===== config.mk =====
export PLATFORM = sky130hd
export DESIGN_NAME = ex_operand_stage
export DESIGN_NICKNAME = d
export VERILOG_FILES = /design/src/rtl/ex_operand_stage.sv
export SDC_FILE = /design/constraint.sdc
export NUM_CORES = 1
export LEC_CHECK = 0
export CELL_PAD_IN_SITES_DETAIL_PLACEMENT = 1
export CELL_PAD_IN_SITES_GLOBAL_PLACEMENT = 2
export CORE_UTILIZATION = 26
export DETAILED_ROUTE_END_ITERATION = 12
export PLACE_DENSITY = 0.88
export SYNTH_ARGS = -nofsm -noshare
export SYNTH_HDL_FRONTEND = slang
export SYNTH_SLANG_ARGS = --single-unit

===== constraint.sdc =====
create_clock -name clk -period 3.4 [get_ports clk]
set_input_delay 0.85 -clock clk [delete_from_list [all_inputs] [get_ports clk]]
set_output_delay 0.85 -clock clk [all_outputs]
set_load 0.1 [all_outputs]

===== src/rtl/ex_operand_stage.sv =====
// ID/EX register with MEM/WB operand forwarding, load-use stall and flush bubbles.
// Latency 1 cycle ID->EX; id_ready drops for exactly one cycle per load-use hazard.
module ex_operand_stage #(
  parameter int DATA_WIDTH    = 32,
  parameter int OPCODE_LENGTH = 4,
  parameter int REG_ADDR_W    = 5
) (
  input  logic                     clk,
  input  logic                     reset,
  input  logic                     id_valid,
  output logic                     id_ready,
  input  logic [DATA_WIDTH-1:0]    id_rd1,
  input  logic [DATA_WIDTH-1:0]    id_rd2,
  input  logic [DATA_WIDTH-1:0]    id_imm,
  input  logic [DATA_WIDTH-1:0]    id_pc,
  input  logic [REG_ADDR_W-1:0]    id_rs1,
  input  logic [REG_ADDR_W-1:0]    id_rs2,
  input  logic [REG_ADDR_W-1:0]    id_rd,
  input  logic                     id_use_rs1,
  input  logic                     id_use_rs2,
  input  logic                     id_alusrc,
  input  logic [OPCODE_LENGTH-1:0] id_op,
  input  logic                     id_regwrite,
  input  logic                     id_memread,
  input  logic                     id_memwrite,
  input  logic                     flush,
  input  logic                     mem_regwrite,
  input  logic                     wb_regwrite,
  input  logic [REG_ADDR_W-1:0]    mem_rd,
  input  logic [REG_ADDR_W-1:0]    wb_rd,
  input  logic [DATA_WIDTH-1:0]    mem_result,
  input  logic [DATA_WIDTH-1:0]    wb_result,
  output logic [DATA_WIDTH-1:0]    SrcA,
  output logic [DATA_WIDTH-1:0]    SrcB,
  output logic [OPCODE_LENGTH-1:0] Operation,
  output logic                     ex_valid,
  output logic [REG_ADDR_W-1:0]    ex_rd,
  output logic                     ex_regwrite,
  output logic                     ex_memread,
  output logic                     ex_memwrite,
  output logic [DATA_WIDTH-1:0]    ex_store_data,
  output logic [DATA_WIDTH-1:0]    ex_pc
);

  logic [DATA_WIDTH-1:0] r_rd1, r_rd2, r_imm;
  logic [REG_ADDR_W-1:0] r_rs1, r_rs2;
  logic                  r_alusrc;
  logic                  hazard;
  logic [DATA_WIDTH-1:0] fwd_a, fwd_b;

  // ex_memread is already valid-qualified, so a bubble never raises a hazard
  assign hazard = ex_memread && (ex_rd != '0) && id_valid &&
                  ((id_use_rs1 && (id_rs1 == ex_rd)) || (id_use_rs2 && (id_rs2 == ex_rd)));
  assign id_ready = !hazard || flush;

  always_ff @(posedge clk) begin
    if (!reset) begin
      ex_valid    <= 1'b0;
      ex_regwrite <= 1'b0;
      ex_memread  <= 1'b0;
      ex_memwrite <= 1'b0;
      Operation   <= '0;
      ex_rd       <= '0;
      ex_pc       <= '0;
      r_rd1       <= '0;
      r_rd2       <= '0;
      r_imm       <= '0;
      r_rs1       <= '0;
      r_rs2       <= '0;
      r_alusrc    <= 1'b0;
    end else if (flush || hazard) begin
      ex_valid    <= 1'b0;
      ex_regwrite <= 1'b0;
      ex_memread  <= 1'b0;
      ex_memwrite <= 1'b0;
      Operation   <= '0;
    end else begin
      // controls are qualified at capture so EX outputs need no extra gating
      ex_valid    <= id_valid;
      ex_regwrite <= id_valid && id_regwrite;
      ex_memread  <= id_valid && id_memread;
      ex_memwrite <= id_valid && id_memwrite;
      Operation   <= id_valid ? id_op : '0;
      ex_rd       <= id_rd;
      ex_pc       <= id_pc;
      r_rd1       <= id_rd1;
      r_rd2       <= id_rd2;
      r_imm       <= id_imm;
      r_rs1       <= id_rs1;
      r_rs2       <= id_rs2;
      r_alusrc    <= id_alusrc;
    end
  end

  // MEM is the younger producer and wins over WB; x0 is never forwarded
  always_comb begin
    fwd_a = r_rd1;
    if (mem_regwrite && (mem_rd != '0) && (mem_rd == r_rs1))
      fwd_a = mem_result;
    else if (wb_regwrite && (wb_rd != '0) && (wb_rd == r_rs1))
      fwd_a = wb_result;
  end

  always_comb begin
    fwd_b = r_rd2;
    if (mem_regwrite && (mem_rd != '0) && (mem_rd == r_rs2))
      fwd_b = mem_result;
    else if (wb_regwrite && (wb_rd != '0) && (wb_rd == r_rs2))
      fwd_b = wb_result;
  end

  assign SrcA          = fwd_a;
  assign SrcB          = r_alusrc ? r_imm : fwd_b;
  assign ex_store_data = fwd_b;

endmodule

==> results.py <==
metrics = {
    "worst_setup_path": {
        "cp_common_cell": "buf_12",
        "crit_path_end_kind": "output port",
        "critical_path.max_fanout": 7,
        "regToRegEndpoint": "ex_regwrite",
        "r2r_start": "ex_rd[0]",
        "cp.required_ns": 2.55,
        "cp.arrival_ns": 2.89,
        "critPathCapture": "SrcB[25]",
        "critPathTopFamily": "simple AND/OR/NAND/NOR gates",
        "critPathLaunch": "mem_rd[1]",
        "slowest_stage": "or4_4",
        "path_buf_inv": 4,
        "crit_path_start_kind": "input port",
        "worstRegToRegCells": 8,
        "cp_slowest_stage_delay_ns": 0.56,
        "crit_chain": "buf_8 > or4_4 > o211ai_4 > or2_4 > buf_12 > buf_16 > a31oi_4 > mux2_4 > buf_12",
        "path_class": "input port to output port",
        "r2r_slack_ns": 0.64,
        "path_depth": 9,
    },
    "synthesis": {
        "synth_top_area_cell": "dfxtp_1",
        "synthCells": 1380,
        "synth-edff-count": 0,
        "synth_flop_cell": "dfxtp_1",
        "async_flop_share": 0,
        "ys_seq_area_frac": 0.2814,
        "yosysUniqueCellTypes": 41,
        "synth_warnings": 0,
        "synth-seq-cells": 152,
        "syn_nets": 1613,
        "yosys-top-cells-area": "dfxtp_1 (28%), a32oi_1 (12%), o211ai_1 (10%)",
        "synth_top_area_frac": 0.2814,
        "avgSynthCellArea_um2": 7.835,
        "syn-cell-area_um2": 10810,
    },
    "sta": {
        "relSlewSlack": 0.3722,
        "hold_ws_ns": 0.5087,
        "hold_violations": 0,
        "setup_viol": 96,
        "rsz0062_at_grt": "true",
        "max_freq_mhz": 267.7,
        "worst_pin_slew_ns": 0.9417,
        "fin_ws_ns": -0.3356,
        "skew_ns": 0.01146,
        "fin_crit_sh": 1.099,
        "slew_violations": 0,
        "tns_ns": -23.05,
        "post-route-min-period_ns": 3.736,
    },
    "placed_design": {
        "dp_hpwl_um": 39910,
        "dpl_worst_slack_ns": -0.6704,
        "post_dp_cell_area_um2": 17470,
        "dp.cells": 2221,
        "numPortBuffers": 374,
        "gp_congestion": 0.9191,
    },
    "drt": {
        "drtAntennaViolNets": 0,
        "wl_met3_um": 4542,
        "met2WireLength_um": 30850,
        "highest_layer": "met5",
        "routedWlPerCell_um": 27.97,
        "vias_per_cell": 6.061,
        "drt_wl_total_um": 64780,
        "routed-via-count": 14040,
        "drt-initial-drc-count": 1085,
        "drt-met1-wl_um": 25810,
        "drcViolationCount": 0,
        "dr.pass1.iters": 5,
    },
    "final_layout": {
        "seqCellArea_um2": 3054,
        "area_growth_syn_to_layout_pct": 87.24,
        "final_util": 0.4947,
        "layout-drive-gt1-share": 0.3420,
        "instances_no_fill": 2316,
        "nets": 1991,
        "multi_input_area_um2": 9011,
        "nFillCells": 4443,
        "stdcell_area_um2": 20240,
    },
    "global_route": {
        "antenna_found_initial": 23,
        "grt_max_degree": 197,
        "first_global_vias": 14310,
        "grt_pass1_wl_um": 92960,
        "grt.total_usage": 0.2925,
        "grt_overflow": 0,
    },
    "cts": {
        "cts_root_buffer": "clkbuf_16",
        "clockBufferDepth": 2,
        "cts.sink_count": 152,
        "clk_latency_ns": 0.45,
        "h-tree-depth": 4,
        "cts_tree": "built",
        "clkTransAtPathRegs_ns": 0.06,
        "numCtsBuffers": 17,
        "ctsHoldBuffers": 0,
    },
    "run_status": {
        "violations": "setup timing",
        "status": "complete, but fails checks",
    },
    "floorplan": {
        "start_util": 0.2642,
        "die_area_um2": 42400,
        "ios": 375,
        "coreArea_um2": 40920,
        "std_cell_rows": 74,
        "die_h_um": 205.9,
        "die_x_um": 205.9,
    },
    "flow_run": {
        "drv_cap": 0,
    },
    "pwr": {
        "total_power_mw": 8.654,
        "leakage_nw": 7.247,
        "peakVddDrop_uv": 336.9,
        "powerDensity_nw_per_um2": 427.5,
    },
    "min_path": {
        "hold_class": "flip-flop to flip-flop",
    },
}
==> worst min-delay path, delay by kind of cell (launching register included) <==
kind               cells  cell delay [ns]
DFF                    1             0.32
and+or+nand+nor        1             0.07
AOI/OAI and AO/OA      1             0.07
==> per-layer routing <==
metal | vias to the layer above | GRT usage
met5 | - | 0
met4 | 10 | 0.1736
met3 | 174 | 0.06276
met2 | 619 | 0.4762
met1 | 7077 | 0.3531
li1 | 6158 | -
==> synth_stat cells (7+ instances only) <==
master      n
mux2_2     28
mux2i_1    32
dfxtp_1   152
buf_1      18
nand2_1   149
and3_1    144
a31oi_2    14
a21oi_1    32
buf_4       8
a31oi_1    14
nand3_1   145
xnor2_1    18
a32oi_1   145
xor2_1     12
buf_2      39
nor2_1     41
o31ai_1    32
and2_1      7
nor3_1     28
clkbuf_1  118
or4b_1     24
o211ai_1  145
==> cells in the final DEF (no fill, tap or decap), types with 12 or more instances in the layout <==
cell,count
mux2_4,28
nand2_1,148
a31oi_4,28
buf_6,48
xor2_1,12
a21oi_4,32
nor2_2,15
o31ai_4,23
a32oi_1,144
buf_12,133
buf_16,15
nand3_1,145
or4b_4,27
o211ai_1,145
mux2i_4,32
dfxtp_1,143
nor2_1,19
clkbuf_16,20
diode_2,15
nor3_1,21
buf_4,116
and3_1,144
clkdlybuf4s50_1,210
==> logic make-up after synthesis <==
logic type,synth area share
XOR/XNOR,0.02430
multiplexers,0.05879
AND/OR/NAND/NOR,0.2753
AO/OA/AOI/OAI,0.2858
buffers and inverters,0.07430
flip-flops,0.2814
==> repair_timing <==
action,CTS,global route
gates cloned,19,2
setup endpoints to repair,97,97
gates resized for setup,278,58
pin swaps,70,53
buffers inserted,32,13
==> registers in the layout, summed over array words and instances, names as in the netlist, 4 cells and up <==
name / count
Operation: 4
ex_pc: 32
ex_rd: 5
r_imm: 32
r_rd1: 32
r_rd2: 32
r_rs1: 5
r_rs2: 5
==> layout make-up <==
type / instances / area share
inverters: 1 / 0.0003090
clock buffers: 19 / 0.02188
well taps: 532 / 0.03288
diodes: 15 / 0.001854
flip-flops and latches: 152 / 0.1509
repair buffers: 545 / 0.3396
clock inverters: 11 / 0.007417
multi-input cells: 1041 / 0.4451
==> power breakdown <==
part / internal (mW) / switching, mW / leakage, nW
clock: 1.17 / 0.848 / 0.285
sequential: 1.96 / 0.272 / 1.27
combinational: 1.73 / 2.67 / 5.69
total: 4.86 / 3.79 / 7.25
==> worst min-delay path by stage <==
stage | slack (ns) | from | end | cells past startpoint
final | 0.51 | ex_pc[13] | ex_pc[13] | 2
after global routing | 0.53 | ex_pc[10] | ex_pc[10] | 2
after CTS | 0.51 | ex_pc[10] | ex_pc[10] | 2
after detailed placement | 0.50 | ex_pc[13] | ex_pc[13] | 2
after global placement | 0.49 | r_imm[5] | r_imm[5] | 2
after floorplan | 0.48 | r_rd1[0] | r_rd1[0] | 2
Power figures use the tool's default switching activity.
